**config.mk**
```make
export PLATFORM = sky130hd
export DESIGN_NAME = sram_arbiter_flat
export DESIGN_NICKNAME = d
export VERILOG_FILES = /design/src/rtl/sram_arbiter_pkg.sv /design/src/rtl/sram_arbiter_if.sv /design/src/rtl/sram_arbiter.sv /design/src/flat_wrapper.sv
export SDC_FILE = /design/constraint.sdc
export NUM_CORES = 1
export LEC_CHECK = 0
export CORE_MARGIN = 4
export CORE_UTILIZATION = 41
export DETAILED_ROUTE_END_ITERATION = 16
export GPL_TIMING_DRIVEN = 0
export PLACE_DENSITY = 0.81
export SLEW_MARGIN = 25
export SYNTH_ARGS = -nofsm -noshare
export SYNTH_HDL_FRONTEND = slang
export SYNTH_SLANG_ARGS = --single-unit
export TNS_END_PERCENT = 50
```
**constraint.sdc**
```tcl
create_clock -name clk -period 3.21 [get_ports clk]
set_input_delay 0.321 -clock clk [delete_from_list [all_inputs] [get_ports clk]]
set_output_delay 0.321 -clock clk [all_outputs]
set_load 0.05 [all_outputs]
```
**src/rtl/sram_arbiter_pkg.sv**
```systemverilog
`default_nettype none
// sram_arb_pkg: shared types and default timing for the SRAM arbiter.  Rev 1.0
package sram_arb_pkg;

  typedef enum logic [1:0] {
    IDLE  = 2'd0,
    READ  = 2'd1,
    WRITE = 2'd2,
    REC   = 2'd3
  } state_t;

  typedef enum logic {
    PORT_I = 1'b0,
    PORT_D = 1'b1
  } port_t;

  localparam int C_ADDR_W     = 20;
  localparam int C_DATA_W     = 32;
  localparam int C_RD_CYCLES  = 2;
  localparam int C_WR_CYCLES  = 2;
  localparam int C_REC_CYCLES = 1;

  function automatic int max3(input int a, input int b, input int c);
    int m;
    m = (a > b) ? a : b;
    return (m > c) ? m : c;
  endfunction

endpackage
`default_nettype wire

```
**src/rtl/sram_arbiter_if.sv**
```systemverilog
`default_nettype none
// sram_arbiter_if: fetch/data request ports plus the SRAM-side bundle.  Rev 1.0
interface sram_arbiter_if #(
  parameter int ADDR_W = 20,
  parameter int DATA_W = 32
);
  localparam int MASK_W = DATA_W / 8;

  logic              i_req_valid;
  logic              i_req_ready;
  logic [ADDR_W-1:0] i_req_addr;
  logic              i_req_we;
  logic [DATA_W-1:0] i_req_wdata;
  logic [MASK_W-1:0] i_req_wmask;
  logic              i_resp_valid;
  logic [DATA_W-1:0] i_resp_rdata;

  logic              d_req_valid;
  logic              d_req_ready;
  logic [ADDR_W-1:0] d_req_addr;
  logic              d_req_we;
  logic [DATA_W-1:0] d_req_wdata;
  logic [MASK_W-1:0] d_req_wmask;
  logic              d_resp_valid;
  logic [DATA_W-1:0] d_resp_rdata;

  logic [DATA_W-1:0] io_sram_dout;
  logic [ADDR_W-1:0] io_sram_addr;
  logic [DATA_W-1:0] io_sram_din;
  logic              io_sram_en;
  logic              io_sram_re;
  logic              io_sram_we;
  logic [MASK_W-1:0] io_sram_wmask;

  modport slave (
    input  i_req_valid, i_req_addr, i_req_we, i_req_wdata, i_req_wmask,
    output i_req_ready, i_resp_valid, i_resp_rdata,
    input  d_req_valid, d_req_addr, d_req_we, d_req_wdata, d_req_wmask,
    output d_req_ready, d_resp_valid, d_resp_rdata,
    input  io_sram_dout,
    output io_sram_addr, io_sram_din, io_sram_en, io_sram_re, io_sram_we, io_sram_wmask
  );

  modport master (
    output i_req_valid, i_req_addr, i_req_we, i_req_wdata, i_req_wmask,
    input  i_req_ready, i_resp_valid, i_resp_rdata,
    output d_req_valid, d_req_addr, d_req_we, d_req_wdata, d_req_wmask,
    input  d_req_ready, d_resp_valid, d_resp_rdata,
    output io_sram_dout,
    input  io_sram_addr, io_sram_din, io_sram_en, io_sram_re, io_sram_we, io_sram_wmask
  );

endinterface
`default_nettype wire

```
**src/rtl/sram_arbiter.sv**
```systemverilog
`default_nettype none
// sram_arbiter: shares one async-SRAM port between fetch and data requesters,
// data has fixed priority; all SRAM controls are registered.  Rev 1.0
module sram_arbiter
  import sram_arb_pkg::*;
#(
  parameter int ADDR_W     = C_ADDR_W,
  parameter int DATA_W     = C_DATA_W,
  parameter int RD_CYCLES  = C_RD_CYCLES,
  parameter int WR_CYCLES  = C_WR_CYCLES,
  parameter int REC_CYCLES = C_REC_CYCLES
) (
  input  logic           clk,
  input  logic           rst_n,
  sram_arbiter_if.slave  bus
);

  localparam int MASK_W = DATA_W / 8;
  localparam int CNT_W  = $clog2(max3(RD_CYCLES, WR_CYCLES, REC_CYCLES) + 1);
  localparam logic [CNT_W-1:0] RD_LOAD  = CNT_W'(RD_CYCLES - 1);
  localparam logic [CNT_W-1:0] WR_LOAD  = CNT_W'(WR_CYCLES - 1);
  localparam logic [CNT_W-1:0] REC_LOAD = (REC_CYCLES > 0) ? CNT_W'(REC_CYCLES - 1) : '0;
  localparam logic [CNT_W-1:0] CNT_ONE  = CNT_W'(1);

  state_t            r_state, w_next;
  port_t             r_owner;
  logic [CNT_W-1:0]  r_cnt, w_cnt_next;

  logic [ADDR_W-1:0] r_addr;
  logic [DATA_W-1:0] r_din;
  logic              r_en, r_re, r_we;
  logic [MASK_W-1:0] r_wmask;
  logic              r_i_resp_valid, r_d_resp_valid;
  logic [DATA_W-1:0] r_i_rdata, r_d_rdata;

  logic              w_i_acc, w_d_acc, w_acc, w_done;
  logic [ADDR_W-1:0] w_sel_addr;
  logic              w_sel_we;
  logic [DATA_W-1:0] w_sel_wdata;
  logic [MASK_W-1:0] w_sel_wmask;

  // Data wins: fetch is only offered the port when no data request is pending.
  assign bus.d_req_ready = (r_state == IDLE);
  assign bus.i_req_ready = (r_state == IDLE) && !bus.d_req_valid;

  assign w_d_acc = bus.d_req_valid && bus.d_req_ready;
  assign w_i_acc = bus.i_req_valid && bus.i_req_ready;
  assign w_acc   = w_d_acc || w_i_acc;

  assign w_sel_addr  = w_d_acc ? bus.d_req_addr  : bus.i_req_addr;
  assign w_sel_we    = w_d_acc ? bus.d_req_we    : bus.i_req_we;
  assign w_sel_wdata = w_d_acc ? bus.d_req_wdata : bus.i_req_wdata;
  assign w_sel_wmask = w_d_acc ? bus.d_req_wmask : bus.i_req_wmask;

  always_comb begin
    w_next     = r_state;
    w_cnt_next = r_cnt;
    case (r_state)
      IDLE: begin
        if (w_acc) begin
          w_next     = w_sel_we ? WRITE : READ;
          w_cnt_next = w_sel_we ? WR_LOAD : RD_LOAD;
        end
      end
      READ: begin
        if (r_cnt == '0) w_next = IDLE;
        else             w_cnt_next = r_cnt - CNT_ONE;
      end
      WRITE: begin
        if (r_cnt == '0) begin
          if (REC_CYCLES > 0) begin
            w_next     = REC;
            w_cnt_next = REC_LOAD;
          end else begin
            w_next = IDLE;
          end
        end else begin
          w_cnt_next = r_cnt - CNT_ONE;
        end
      end
      REC: begin
        if (r_cnt == '0) w_next = IDLE;
        else             w_cnt_next = r_cnt - CNT_ONE;
      end
      default: w_next = IDLE;
    endcase
  end

  assign w_done = (r_state != IDLE) && (w_next == IDLE);

  // SRAM controls are decoded from the next state so they are registered outputs.
  always_ff @(posedge clk or negedge rst_n) begin
    if (!rst_n) begin
      r_state        <= IDLE;
      r_owner        <= PORT_I;
      r_cnt          <= '0;
      r_addr         <= '0;
      r_din          <= '0;
      r_en           <= 1'b0;
      r_re           <= 1'b0;
      r_we           <= 1'b0;
      r_wmask        <= '0;
      r_i_resp_valid <= 1'b0;
      r_d_resp_valid <= 1'b0;
      r_i_rdata      <= '0;
      r_d_rdata      <= '0;
    end else begin
      r_state <= w_next;
      r_cnt   <= w_cnt_next;
      if (w_acc) begin
        r_owner <= w_d_acc ? PORT_D : PORT_I;
        r_addr  <= w_sel_addr;
        r_din   <= w_sel_wdata;
      end
      r_en <= (w_next != IDLE);
      r_re <= (w_next == READ);
      r_we <= (w_next == WRITE);
      case (w_next)
        READ:    r_wmask <= '1;
        WRITE:   r_wmask <= w_acc ? w_sel_wmask : r_wmask;
        default: r_wmask <= '0;
      endcase
      r_i_resp_valid <= w_done && (r_owner == PORT_I);
      r_d_resp_valid <= w_done && (r_owner == PORT_D);
      if (w_done && (r_state == READ)) begin
        if (r_owner == PORT_D) r_d_rdata <= bus.io_sram_dout;
        else                   r_i_rdata <= bus.io_sram_dout;
      end
    end
  end

  assign bus.io_sram_addr  = r_addr;
  assign bus.io_sram_din   = r_din;
  assign bus.io_sram_en    = r_en;
  assign bus.io_sram_re    = r_re;
  assign bus.io_sram_we    = r_we;
  assign bus.io_sram_wmask = r_wmask;
  assign bus.i_resp_valid  = r_i_resp_valid;
  assign bus.d_resp_valid  = r_d_resp_valid;
  assign bus.i_resp_rdata  = r_i_rdata;
  assign bus.d_resp_rdata  = r_d_rdata;

endmodule
`default_nettype wire

```
**src/flat_wrapper.sv**
```systemverilog
// flat-port wrapper written by rule: the top's interface ports become plain ports
module sram_arbiter_flat import sram_arb_pkg::*;
#(
  parameter int ADDR_W     = C_ADDR_W,
  parameter int DATA_W     = C_DATA_W,
  parameter int RD_CYCLES  = C_RD_CYCLES,
  parameter int WR_CYCLES  = C_WR_CYCLES,
  parameter int REC_CYCLES = C_REC_CYCLES
)
  (clk, rst_n, bus_i_req_valid, bus_i_req_addr, bus_i_req_we, bus_i_req_wdata, bus_i_req_wmask, bus_i_req_ready, bus_i_resp_valid, bus_i_resp_rdata, bus_d_req_valid, bus_d_req_addr, bus_d_req_we, bus_d_req_wdata, bus_d_req_wmask, bus_d_req_ready, bus_d_resp_valid, bus_d_resp_rdata, bus_io_sram_dout, bus_io_sram_addr, bus_io_sram_din, bus_io_sram_en, bus_io_sram_re, bus_io_sram_we, bus_io_sram_wmask);
  sram_arbiter_if #(.ADDR_W(ADDR_W), .DATA_W(DATA_W)) bus_i ();
  input  logic clk;
  input  logic rst_n;
  input wire logic [$bits(bus_i.i_req_valid)-1:0] bus_i_req_valid;
  input wire logic [$bits(bus_i.i_req_addr)-1:0] bus_i_req_addr;
  input wire logic [$bits(bus_i.i_req_we)-1:0] bus_i_req_we;
  input wire logic [$bits(bus_i.i_req_wdata)-1:0] bus_i_req_wdata;
  input wire logic [$bits(bus_i.i_req_wmask)-1:0] bus_i_req_wmask;
  output wire logic [$bits(bus_i.i_req_ready)-1:0] bus_i_req_ready;
  output wire logic [$bits(bus_i.i_resp_valid)-1:0] bus_i_resp_valid;
  output wire logic [$bits(bus_i.i_resp_rdata)-1:0] bus_i_resp_rdata;
  input wire logic [$bits(bus_i.d_req_valid)-1:0] bus_d_req_valid;
  input wire logic [$bits(bus_i.d_req_addr)-1:0] bus_d_req_addr;
  input wire logic [$bits(bus_i.d_req_we)-1:0] bus_d_req_we;
  input wire logic [$bits(bus_i.d_req_wdata)-1:0] bus_d_req_wdata;
  input wire logic [$bits(bus_i.d_req_wmask)-1:0] bus_d_req_wmask;
  output wire logic [$bits(bus_i.d_req_ready)-1:0] bus_d_req_ready;
  output wire logic [$bits(bus_i.d_resp_valid)-1:0] bus_d_resp_valid;
  output wire logic [$bits(bus_i.d_resp_rdata)-1:0] bus_d_resp_rdata;
  input wire logic [$bits(bus_i.io_sram_dout)-1:0] bus_io_sram_dout;
  output wire logic [$bits(bus_i.io_sram_addr)-1:0] bus_io_sram_addr;
  output wire logic [$bits(bus_i.io_sram_din)-1:0] bus_io_sram_din;
  output wire logic [$bits(bus_i.io_sram_en)-1:0] bus_io_sram_en;
  output wire logic [$bits(bus_i.io_sram_re)-1:0] bus_io_sram_re;
  output wire logic [$bits(bus_i.io_sram_we)-1:0] bus_io_sram_we;
  output wire logic [$bits(bus_i.io_sram_wmask)-1:0] bus_io_sram_wmask;
  assign bus_i.i_req_valid = bus_i_req_valid;
  assign bus_i.i_req_addr = bus_i_req_addr;
  assign bus_i.i_req_we = bus_i_req_we;
  assign bus_i.i_req_wdata = bus_i_req_wdata;
  assign bus_i.i_req_wmask = bus_i_req_wmask;
  assign bus_i_req_ready = bus_i.i_req_ready;
  assign bus_i_resp_valid = bus_i.i_resp_valid;
  assign bus_i_resp_rdata = bus_i.i_resp_rdata;
  assign bus_i.d_req_valid = bus_d_req_valid;
  assign bus_i.d_req_addr = bus_d_req_addr;
  assign bus_i.d_req_we = bus_d_req_we;
  assign bus_i.d_req_wdata = bus_d_req_wdata;
  assign bus_i.d_req_wmask = bus_d_req_wmask;
  assign bus_d_req_ready = bus_i.d_req_ready;
  assign bus_d_resp_valid = bus_i.d_resp_valid;
  assign bus_d_resp_rdata = bus_i.d_resp_rdata;
  assign bus_i.io_sram_dout = bus_io_sram_dout;
  assign bus_io_sram_addr = bus_i.io_sram_addr;
  assign bus_io_sram_din = bus_i.io_sram_din;
  assign bus_io_sram_en = bus_i.io_sram_en;
  assign bus_io_sram_re = bus_i.io_sram_re;
  assign bus_io_sram_we = bus_i.io_sram_we;
  assign bus_io_sram_wmask = bus_i.io_sram_wmask;
  sram_arbiter #(.ADDR_W(ADDR_W), .DATA_W(DATA_W), .RD_CYCLES(RD_CYCLES), .WR_CYCLES(WR_CYCLES), .REC_CYCLES(REC_CYCLES)) u_core (.clk(clk), .rst_n(rst_n), .bus(bus_i));
endmodule
```
# Word level (Yosys, flattened, before mapping)
# Cells that the tools add are included.
[totals] reg_bits=130 latchBits=0 mem_bits_rw=0 rom_bits=0 output_inout_bits=127 wordCells=57 mem_count=0
[classes] addsub=1 mul=0 div=0 magnitude_cmp=0 n_eq_ne=8 n_shift=0 muxes=16 bitwise=1 n_reduce_logical=18
[ops] operator="32-bit 2-to-1 mux" count=1
[ops] operator="20-bit 2-to-1 mux" count=1
[ops] operator="2-bit 2-to-1 mux" count=7
[ops] operator="2-bit one-hot mux with 3 select lines" count=2
[ops] operator="4-bit 2-to-1 mux" count=2
[ops] operator="4-bit one-hot mux with 2 select lines" count=1
[ops] operator="1-bit logical AND" count=7
[ops] operator="2-bit == test (second input constant)" count=3
[ops] operator="2-bit logical NOT" count=3
[ops] operator="2-bit AND reduction" count=3
[ops] operator="2-bit by 1-bit == test with 1-bit output (second input constant)" count=2
[ops] operator="2-bit inequality test (second input constant)" count=2
[ops] operator="2-bit nonzero test" count=2
[ops] operator="1-bit 2-to-1 mux" count=2
[ops] operator="2-bit by 1-bit inequality test with 1-bit output (second input constant)" count=1
[ops] operator="2-bit OR reduction" count=1
[ops] operator="2-bit by 1-bit subtractor with 2-bit output (second input constant)" count=1
[ops] operator="1-bit logical NOT" count=1
[ops] operator="1-bit logical OR" count=1
[ops] operator="1-bit NOT" count=1

# Longest topological paths before layout
[logic_depth] ltp_word=10 mapped_depth=11

# Worst setup path after synthesis
# No wires, ideal clock.
[synth_timing] path_type="flip-flop to flip-flop" from="register u_core.r_state[1]" to="register u_core.r_wmask[2] (netlist: u_core.bus.io_sram_wmask[2])" setup_ns=0.087 t_arrival_ns=2.587 slack_ns=0.536 path_stages_with_launch=12 period_less_slack_ns=2.674 path_cell_list="dfrtp_1 > buf_6 > or2_1 > buf_6 > inv_2 > o21ai_2 > clkbuf_2 > o21ai_1 > ha_1 > or4bb_1 > a21o_1 > o211ai_1"
[synth_via] elab_chain_cells=8
[synth_lines] element="start: declaration" line="sram_arbiter.sv:25" rtl="state_t r_state, w_next;"
[synth_lines] element="start signal: assignment" line="sram_arbiter.sv:108" rtl="r_state <= w_next;"
[synth_lines] element="2-bit logical NOT (*)" line="sram_arbiter.sv:43" rtl="assign bus.d_req_ready = (r_state == IDLE);"
[synth_lines] element="via bus_d_req_ready" line="flat_wrapper.sv:27" rtl="output wire logic [$bits(bus_i.d_req_ready)-1:0] bus_d_req_ready;"
[synth_lines] element="1-bit logical AND (on tied branches)" line="sram_arbiter.sv:46, sram_arbiter.sv:44"
[synth_lines] element="1-bit 2-to-1 mux or 1-bit logical AND (tied branches)" line="sram_arbiter.sv:51, sram_arbiter.sv:47"
[synth_lines] element="2-bit 2-to-1 mux or 1-bit logical OR (tied branches)" line="sram_arbiter.sv:61, sram_arbiter.sv:48"
[synth_lines] element="2-bit 2-to-1 mux" line="sram_arbiter.sv:60" rtl="if (w_acc) begin"
[synth_lines] element="2-bit one-hot mux with 3 select lines (*)" line="sram_arbiter.sv:58" rtl="case (r_state)"
[synth_lines] element="via u_core.w_next[1]" line="sram_arbiter.sv:25"
[synth_lines] element="2-bit == test or 2-bit by 1-bit == test with 1-bit output (tied branches)" line="sram_arbiter.sv:118" rtl="case (w_next)"
[synth_lines] element="4-bit one-hot mux with 2 select lines or 2-bit by 1-bit inequality test with 1-bit output (tied branches)"
[synth_lines] element="end signal: assignment" line="sram_arbiter.sv:120" rtl="WRITE: r_wmask <= w_acc ? w_sel_wmask : r_wmask;"
[synth_lines] element="end: declaration" line="sram_arbiter.sv:32" rtl="logic [MASK_W-1:0] r_wmask;"
# Mark *: on every way through the listed nets, which the timed path passes. The rest lies on a longest branch. The select of a mux whose other input is x is not followed.
# A chain may end at the register's enable or synchronous reset.

# Final worst setup path
[layout_timing] from="input bus_d_req_valid" to="register u_core.r_i_rdata[23] (netlist: u_core.bus.i_resp_rdata[23])"
[layout_via] elab_chain_cells=10
[layout_lines] element="start: declaration" line="flat_wrapper.sv:22" rtl="input wire logic [$bits(bus_i.d_req_valid)-1:0] bus_d_req_valid;"
[layout_lines] element="1-bit logical NOT" line="sram_arbiter.sv:44" rtl="assign bus.i_req_ready = (r_state == IDLE) && !bus.d_req_valid;"
[layout_lines] element="1-bit logical AND" line="sram_arbiter.sv:44"
[layout_lines] element="1-bit logical AND" line="sram_arbiter.sv:47" rtl="assign w_i_acc = bus.i_req_valid && bus.i_req_ready;"
[layout_lines] element="1-bit logical OR" line="sram_arbiter.sv:48" rtl="assign w_acc = w_d_acc || w_i_acc;"
[layout_lines] element="2-bit 2-to-1 mux (*)" line="sram_arbiter.sv:60"
[layout_lines] element="2-bit one-hot mux with 3 select lines (*)" line="sram_arbiter.sv:58"
[layout_lines] element="2-bit logical NOT (*)" line="sram_arbiter.sv:89" rtl="assign w_done = (r_state != IDLE) && (w_next == IDLE);"
[layout_lines] element="1-bit logical AND (*)" line="sram_arbiter.sv:89"
[layout_lines] element="1-bit logical AND (*)" line="sram_arbiter.sv:125" rtl="if (w_done && (r_state == READ)) begin"
[layout_lines] element="2-bit AND reduction (no source line) (*)"
[layout_lines] element="end signal: assignment" line="sram_arbiter.sv:127" rtl="else r_i_rdata <= bus.io_sram_dout;"
[layout_lines] element="end: declaration" line="sram_arbiter.sv:34" rtl="logic [DATA_W-1:0] r_i_rdata, r_d_rdata;"
# Every way passes the cells marked *; elsewhere a longest branch is shown, timed or not.

==> implementation parameters <==
Parameter                              Value

Clocking
  Clock tree from TritonCTS ... yes
  Clock insertion delay at the later pin of the skew report ... 400 ps
  Number of buffers created by CTS ... 17
  Buffers from clock root to sink, at most ... 2
  Cell chosen for the clock root ... sky130_fd_sc_hd__clkbuf_16
  Sinks on the clock net ... 130
  Post-CTS setup buffer count ... 0
  Clock-pin slew reported for the worst setup and hold paths after clock tree synthesis ... 60 ps
  H-tree depth ... 4

Detailed routing
  Final routed DRC violation total ... 0
  DR pass1 iterations ... 4
  Antenna-violating nets left ... 0
  Routed via count ... 4793
  Routed wire per std cell ... 18.8 µm
  Starting DRC count in detailed routing ... 222
  Routed Wire Length ... 17.4 mm
  Vias per inst ... 5.16

STA
  Max_slew headroom ... 62.0%
  Share of the cycle needed by the critical path after routing ... 91.0%
  Min cycle time layout ... 2920 ps
  Setup-violating endpoint count in the final report ... 0
  Highest clock frequency the design can meet ... 342 MHz
  Count of final max-slew check failures ... 0
  Setup clock skew after layout ... 7.52 ps
  Transition time at the pin with the least slew margin ... 568 ps
  Count of final hold-check violations ... 0
  Unrepaired setup endpoints after global routing ... true
  Worst Slack Setup Final ... 289 ps
  Final hold slack ... 439 ps

Floorplanning
  Floorplan core area ... 13400 µm²
  DIE HEIGHT ... 125 µm
  Num ports ... 277
  Horizontal die dimension ... 125 µm
  Site Rows ... 42
  Die area ... 15700 µm²
  Starting Density ... 42.2%

Outcome
  Outcome ... complete, no violations

Global route
  Vias in the first global route ... 5209
  Met2 usage ... 39.2%
  Gr busiest metal ... met2
  Aggregate global routing overflow ... 0
  Antenna violations before repair ... 0
  Met1 routing resource usage after global routing ... 25.9%
  Met3 routing resource usage after global routing ... 7.12%
  Overall fraction of global-route tracks in use ... 22.2%
  Wire length of the first global-routing pass ... 27.6 mm
  Pin count of the biggest net entering global routing ... 74

Setup path
  Data required time of the worst path ... 3490 ps
  Startpoint-to-endpoint class of the critical path ... primary input to register
  Critical Path End Type ... register
  Data arrival time of the worst path ... 3200 ps
  CP Max Fanout ... 10
  Kind of launch point of the worst setup path ... primary input

Logic synthesis
  Flip-flop cell with the highest count after synthesis ... sky130_fd_sc_hd__dfrtp_1
  Number of instances in the synthesized netlist ... 443
  Yosys cell types ... 36
  Count of flip-flops with a built-in enable after synthesis ... 0
  Post-synthesis async set-or-reset flop share ... 100%
  Post-Synthesis Net Count ... 599
  Post-synthesis instance area ... 5660 µm²
  Register bit total from synthesis ... 130
  Synthesis warning total ... 0
  Mean instance size in the synthesized netlist ... 12.8 µm²
  Fraction of the yosys area taken by sequential cells ... 57.5%

Placement
  Post-placement setup slack ... -233 ps
  RePlAce Congestion ... 0.820
  HPWL reported at the end of detailed placement ... 13.8 mm
  Count of input and output buffers ... 276

Power and ir drop
  Clock share of power ... 17.0%
  Power share of the sequential group ... 25.3%
  P_int ... 6040 µW
  Proportion of power drawn by combinational gates ... 57.6%
  LEAKAGE ... 0.00381 µW
  IR drop worst, VDD ... 0.000610 V
  Switching power of the nets ... 5340 µW
  Ratio of total power to cell area ... 1230 nW/µm²
  Switching Fraction ... 46.9%

Layout
  N_diodes ... 0
  Synthesis-to-finish area growth ... 64.1%
  Finished Core Util ... 69.3%
  Proportion of layout cells with a drive suffix above 1 ... 16.5%
  Nets ... 896

Worst hold path
  Worst hold path type ... primary input to async pin

Run
  Max cap viols ... 0
==> layout make-up <==
| class | count | area, µm² |
|---|---|---|
| buffer | 33 | 208 |
| clock inverter | 12 | 158 |
| tap | 176 | 220 |
| fill | 994 | 4120 |
| inverter | 6 | 22.5 |
| sequential | 130 | 3250 |
| timing repair buffer | 278 | 2810 |
| multi-input combinational | 274 | 2180 |
| clock buffer | 20 | 437 |
==> kinds of logic (layout without fill, tap and decap cells) <==
group | count (synthesis) | in the layout | share of synthesized area (%)
multiplexers | 119 | 119 | 22.5
flip-flops | 130 | 130 | 57.5
AO/OA/AOI/OAI | 126 | 126 | 12.3
buffers and inverters | 39 | 349 | 4.07
AND/OR/NAND/NOR | 23 | 23 | 2.32
adder cells (fa/ha/maj) | 6 | 6 | 1.33
==> flip-flops by register name, indices dropped and copies added, names as in the netlist, 2 cells and up <==
register and flops:
u_core.bus.d_resp_rdata 32, u_core.r_cnt 2, u_core.bus.io_sram_addr 20, u_core.r_state 2, u_core.bus.io_sram_din 32, u_core.bus.i_resp_rdata 32
u_core.bus.io_sram_wmask 4
==> worst paths after layout <==
path | startpoint | end | slack [ps] | cells past startpoint
min | rst_n | u_core.bus.d_resp_rdata[10]$_DFFE_PN0P_ | 440 | 2
max | bus_d_req_valid | u_core.bus.i_resp_rdata[23]$_DFFE_PN0P_ | 290 | 11
max in group asynchronous | rst_n | u_core.bus.io_sram_din[0]$_DFFE_PN0N_ | 2060 | 3
min in group clk | u_core.bus.d_resp_rdata[15]$_DFFE_PN0P_ | u_core.bus.d_resp_rdata[15]$_DFFE_PN0P_ | 500 | 1
max reg2reg | u_core.r_state[0]$_DFF_PN0_ | u_core.bus.i_resp_rdata[23]$_DFFE_PN0P_ | 310 | 10
min reg2reg | u_core.bus.d_resp_rdata[15]$_DFFE_PN0P_ | u_core.bus.d_resp_rdata[15]$_DFFE_PN0P_ | 500 | 1
==> critical path, stage by stage <==
cell	delay, ps
sky130_fd_sc_hd__clkdlybuf4s50_1	500
sky130_fd_sc_hd__buf_4	180
sky130_fd_sc_hd__nor3b_2	170
sky130_fd_sc_hd__buf_4	250
sky130_fd_sc_hd__mux2i_1	250
sky130_fd_sc_hd__o21a_1	170
sky130_fd_sc_hd__ha_1	230
sky130_fd_sc_hd__nand2_1	110
sky130_fd_sc_hd__nor3_4	290
sky130_fd_sc_hd__buf_2	340
sky130_fd_sc_hd__mux2_2	380
==> stage by stage <==
step / cell area, µm² / total power, µW / TNS, ps / instances
floorplan: 5660 / 7110 / 0 / 443
global placement: 8640 / 9310 / -392880 / 895
detailed placement: 8670 / 9480 / -6630 / 896
CTS: 9280 / 11500 / 0 / 929
global route: 9280 / 11900 / -9.08 / 929
finish: 9280 / 11400 / 0 / 929
==> metal layers <==
| metal | vias up | wire (µm) |
|---|---|---|
| met5 | - | 0 |
| met4 | 0 | 354 |
| met3 | 29 | 1360 |
| met2 | 255 | 8780 |
| met1 | 2305 | 6940 |
| li1 | 2204 | - |
==> power by group through the flow <==
| stage | clock network [µW] | registers [µW] | logic, µW |
|---|---|---|---|
| floorplan | 0 | 5460 | 1650 |
| global placement | 0 | 2850 | 6460 |
| detailed placement | 0 | 2900 | 6580 |
| CTS | 1970 | 2880 | 6600 |
| global route | 2050 | 2970 | 6870 |
| finish | 1940 | 2880 | 6550 |
==> synth_stat cells (all sizes together), types with 2 or more instances <==
cell type  number  area (µm²)
dfrtp         130        3250
o21ai         106         534
mux2           65         732
mux2i          54         541
buf            18         145
clkbuf         15        62.6
nand2           9        33.8
ha              6        75.1
inv             6        22.5
o211ai          5        37.5
a22oi           3        22.5
nor2            3        11.3
o221ai          3        26.3
a21o            2        15.0
nor2b           2        12.5
nor3            2        15.0
o21a            2        15.0
==> what timing repair did <==
item | CTS | global route
gates resized for setup | 0 | 1
hold buffers | 1 | 0
endpoints found under the setup margin | 0 | 30
endpoints found under the hold margin | 57 | 0
==> cells in the final DEF (no fill, tap or decap), drive strengths merged, types with 2 or more instances in the layout <==
master / instances
o21ai: 106
nand2: 9
clkinv: 4
clkbuf: 35
mux2i: 54
nor3: 2
nor2b: 2
o221ai: 3
mux2: 65
a22oi: 3
nor2: 3
buf: 20
bufinv: 3
a21o: 2
inv: 8
ha: 6
dfrtp: 130
o211ai: 5
clkinvlp: 3
clkdlybuf4s50: 275
o21a: 2
(Power assumes the default switching activity.)
==> variant 1, RTL diff (same flow settings) <==
Set the package constant `C_ADDR_W` to 40 (it was 20).
--- a/src/rtl/sram_arbiter_pkg.sv
+++ b/src/rtl/sram_arbiter_pkg.sv
@@ -16,3 +16,3 @@
 
-  localparam int C_ADDR_W     = 20;
+  localparam int C_ADDR_W     = 40;
   localparam int C_DATA_W     = 32;
Ports: changed (resized bus_d_req_addr, bus_i_req_addr and bus_io_sram_addr); port bits go from 277 to 337. The function was not compared with the original's and may differ.
==> variant 1 against the unedited design <==
Die area is 17% higher. Sequential cell count is 20 higher. Non-clock buffer count up 69. Area after synthesis up 18%. Setup slack gained 71 ps. Design area up 18%. Synthesized cell count increased by 20%. Total power is 15% higher. Routed wire length rose by 21%. Hold slack improved by 47 ps. Critical path depth shrank 5. Sequential share of layout area is 0.85 points lower. Register-to-register slack improved by 80 ps. Critical endpoint is now bus_i_req_ready. Largest cell class unchanged.
==> variant 1: results (changes against the unedited design) <==
Adder-Cell Fraction of Synth Area - 1.12% (-0.20 points)
Average footprint of a synthesized cell - 12.6 um2 (-1.6%)
Via count of the routed design - 5627 (+17%)
Mux share of post-synthesis cell area - 22.0% (-0.47 points)
Routability congestion estimate - 0.836 (+1.9%)
Initial DRC count - 180 (-19%)
Reported leakage power - 0.00446 uW (+17%)
Final HPWL DP - 16700 um (+21%)
Fraction of the yosys area taken by sequential cells - 56.1% (-1.4 points)
Post-cts sizing count - 0 (unchanged)
Total wirelength of the detailed-routed design - 21100 um (+21%)
Number of global-route vias before repair - 5725 (+9.9%)
Pin count of the biggest net entering global routing - 85 (+15%)
Number of distinct standard cells referenced by the synthesized netlist - 37 (+2.8%)
Fraction of final layout cells sized beyond drive strength 1 - 14.4% (-2.1 points)
Arrival time of data at the critical path endpoint - 2530 ps (-670 ps)
Post-synth net total - 728 (+22%)
Count of input and output buffers - 336 (+22%)
Wire length of the first global-routing pass - 32100 um (+16%)
Average routed wire per standard cell - 18.9 um (+0.79%)
Post-place setup slack - -40.1 ps (+193 ps)
Biggest area contributors in the synthesized netlist - sky130_fd_sc_hd__dfrtp_1, sky130_fd_sc_hd__mux2i_1, sky130_fd_sc_hd__mux2_2
Clock Latency Late Sink - 410 ps
Filler Cell Count - 1218 (+23%)
Worst IR Drop VDD - 0.000564 V (-7.4%)
Number of levels the H-tree was split into - 4 (unchanged)
Most frequent cells after synthesis - sky130_fd_sc_hd__dfrtp_1, sky130_fd_sc_hd__o21ai_0, sky130_fd_sc_hd__mux2i_1
Transition at the pin with the smallest max-transition slack - 651 ps (+83.5 ps)
Number of placed cells counting well taps - 1085 (+21%)
Result of the run - completed
CP Max Fanout - 10 (unchanged)
P_sw - 6280 uW (+18%)
Fin Clk Skew - 8.71 ps (+1.19 ps)
Total Routing Usage GR - 22.7% (+0.46 points)
Compound-gate portion of the synthesized area - 13.4% (+1.1 points)
Number of flip-flops in the largest register - 40
variant 1: logic make-up after synthesis:
group / Yosys count
simple gates: 23
mux: 139
flops: 150
compound gates: 166
buf+inv: 48
fa+ha+maj: 6
variant 1: cell type report:
class / instances / area [um2] / share of cell area, %
timing repair buffer: 338 / 3410 / 31.0
buffer: 42 / 329 / 3.00
clock inverter: 15 / 188 / 1.71
sequential: 150 / 3750 / 34.2
clock buffer: 17 / 425 / 3.88
tap: 216 / 270 / 2.46
inverter: 6 / 23.8 / 0.217
multi-input combinational: 334 / 2580 / 23.5
variant 1: power groups by stage:
stage | Sequential (uW) | Combinational, uW | Clock, uW
2_1_floorplan | 6320 | 1990 | 0
3_5_place_dp | 3310 | 7800 | 0
6_report | 3280 | 7750 | 2050
4_1_cts | 3280 | 7830 | 2080
3_3_place_gp | 3250 | 7710 | 0
5_1_grt | 3390 | 8150 | 2180
variant 1: metrics by stage:
stage	power [uW]	area, um2
finish	13100	11000
global route	13700	11000
detailed placement	11100	10400
CTS	13200	11000
global placement	11000	10300
floorplan	8310	6690
variant 1: routing by layer:
layer	wire length (um)	GRT usage, %
met1	8030	27.0
met2	10700	38.9
met3	2080	7.65
met4	356	6.83
met5	0	0
variant 1: what timing repair did:
| item | CTS | global route |
|---|---|---|
| setup endpoints to repair | 0 | 0 |
| endpoints found under the hold margin | 83 | 0 |
| hold buffers | 1 | 0 |
variant 1: worst paths after layout:
path | slack, ps | end | cells after the start | start
worst max-delay path | 360 | bus_i_req_ready | 6 | u_core.r_state[1]
worst min-delay path | 490 | u_core.bus.i_resp_rdata[29] | 2 | rst_n
worst max register to register | 390 | u_core.bus.io_sram_wmask[2] | 12 | u_core.r_state[1]
worst min register to register | 510 | u_core.bus.d_resp_rdata[12] | 1 | u_core.bus.d_resp_rdata[12]
max in group asynchronous | 1970 | u_core.bus.io_sram_din[17] | 3 | rst_n
min in group clk | 510 | u_core.bus.d_resp_rdata[12] | 1 | u_core.bus.d_resp_rdata[12]
variant 1: critical path: stages, from the launching register on:
cell,delay (ps)
sky130_fd_sc_hd__dfrtp_1,380
sky130_fd_sc_hd__buf_6,140
sky130_fd_sc_hd__or2_1,200
sky130_fd_sc_hd__buf_2,190
sky130_fd_sc_hd__clkbuf_1,250
sky130_fd_sc_hd__nor2_1,130
sky130_fd_sc_hd__clkdlybuf4s50_1,820
==> variant 2, RTL diff (same settings) <==
Made on the original files. Reset style: synchronous (`rst_n`), changed in one clocked block. Comments in the files are not updated.
--- a/src/rtl/sram_arbiter.sv
+++ b/src/rtl/sram_arbiter.sv
@@ -91,3 +91,3 @@
   // SRAM controls are decoded from the next state so they are registered outputs.
-  always_ff @(posedge clk or negedge rst_n) begin
+  always_ff @(posedge clk) begin
     if (!rst_n) begin
Function: differs if rst_n is asserted again (counterexample within 4 cycles, from zero or initial values and one cycle with rst_n low); with rst_n held inactive, the same outputs for 10 cycles.
==> variant 2 against the unedited design <==
Routed wire length increased by 4.7%. Sequential cell count unchanged. Setup slack got worse by 31 ps. Die area decreased by 6.0%. Critical endpoint is now u_core.bus.i_resp_rdata[11]. Area after synthesis decreased by 6.4%. Design area decreased by 5.0%.
Power is not compared: it rests on default switching activity, and its combinational part moved more than twofold at a synthesized area within 25%.
==> variant 2: results (changes against the unedited design) <==
Result of the run - completed
Initial DRC count - 259 (+17%)
Biggest area contributors in the synthesized netlist - sky130_fd_sc_hd__dfxtp_1, sky130_fd_sc_hd__nand2_1, sky130_fd_sc_hd__a31oi_1
Total met3 wirelength after detailed routing - 1890 um (+39%)
Critical path's largest stage delay - 590 ps (+90 ps)
Fraction of the yosys area taken by sequential cells - 49.1% (-8.4 points)
Post-synth net total - 808 (+35%)
Fin Clk Skew - 3.52 ps (-4.00 ps)
Kind of cell adding the most delay to the critical path - simple AND/OR/NAND/NOR gates
Final HPWL DP - 13900 um (+0.43%)
Routability congestion estimate - 0.863 (+5.2%)
Average routed wire per standard cell - 16.1 um (-14%)
Adder-Cell Fraction of Synth Area - 1.42% (+0.091 points)
CP Data Required Time - 3500 ps (about the same)
Filler Cell Count - 1034 (+4.0%)
Slowest stage cell on the critical path - sky130_fd_sc_hd__a221oi_1
Number of levels the H-tree was split into - 4 (unchanged)
Average footprint of a synthesized cell - 8.12 um2 (-36%)
GR Layer Usage met2 - 42.3% (+3.0 points)
Transition at the pin with the smallest max-transition slack - 611 ps (+43.0 ps)
Worst hold slack - 448 ps (+8.73 ps)
Post-place setup slack - -128 ps (+105 ps)
Number of vias per cell after detailed routing - 4.96 (-3.8%)
Launch point of the worst reg-to-reg path - u_core.r_state[0]
Wire length the detailed router placed on met1 - 6770 um (-2.4%)
Primary FF master, synth - sky130_fd_sc_hd__dfxtp_1
Category of the critical setup timing path - reg2reg
Total wirelength of the detailed-routed design - 18200 um (+4.7%)
Most frequent cells after synthesis - sky130_fd_sc_hd__nand2_1, sky130_fd_sc_hd__dfxtp_1, sky130_fd_sc_hd__a31oi_1
Worst Setup Slack, final - 258 ps (-30.7 ps)
Number of global-route vias before repair - 5332 (+2.4%)
Number of detailed-route iterations in the first pass - 7 (+3)
Mux share of post-synthesis cell area - 0% (-22 points)
Compound-gate portion of the synthesized area - 22.6% (+10 points)
Pin count of the biggest net entering global routing - 17 (-77%)
Met3 global-route usage - 9.05% (+1.9 points)
Class of the tightest hold or removal check - reg2reg
Wire length of the first global-routing pass - 27300 um (-1.1%)
variant 2: final cells by class:
| type | instances | share of cell area, % |
|---|---|---|
| Clock buffer | 26 | 5.77 |
| Buffer | 54 | 3.16 |
| Inverter | 5 | 0.213 |
| Multi-Input combinational cell | 463 | 27.1 |
| Tap cell | 172 | 2.44 |
| Sequential cell | 130 | 29.5 |
| Clock inverter | 5 | 0.567 |
| Timing Repair Buffer | 275 | 31.2 |
variant 2: worst min-delay path by stage:
stage / end / cells past startpoint
2_1_floorplan: u_core.bus.d_resp_rdata[5] / 2
3_3_place_gp: u_core.bus.d_resp_rdata[7] / 2
3_5_place_dp: u_core.bus.i_resp_rdata[23] / 2
4_1_cts: u_core.bus.d_resp_rdata[8] / 2
5_1_grt: u_core.bus.d_resp_rdata[8] / 2
6_report: u_core.bus.d_resp_rdata[8] / 2
variant 2: power breakdown:
group          switching [uW]  leakage [uW]  internal (uW)
logic                    1120       0.00194            668
registers                91.9       0.00106           1790
clock network             664      0.000280           1160
total                    1880       0.00328           3620
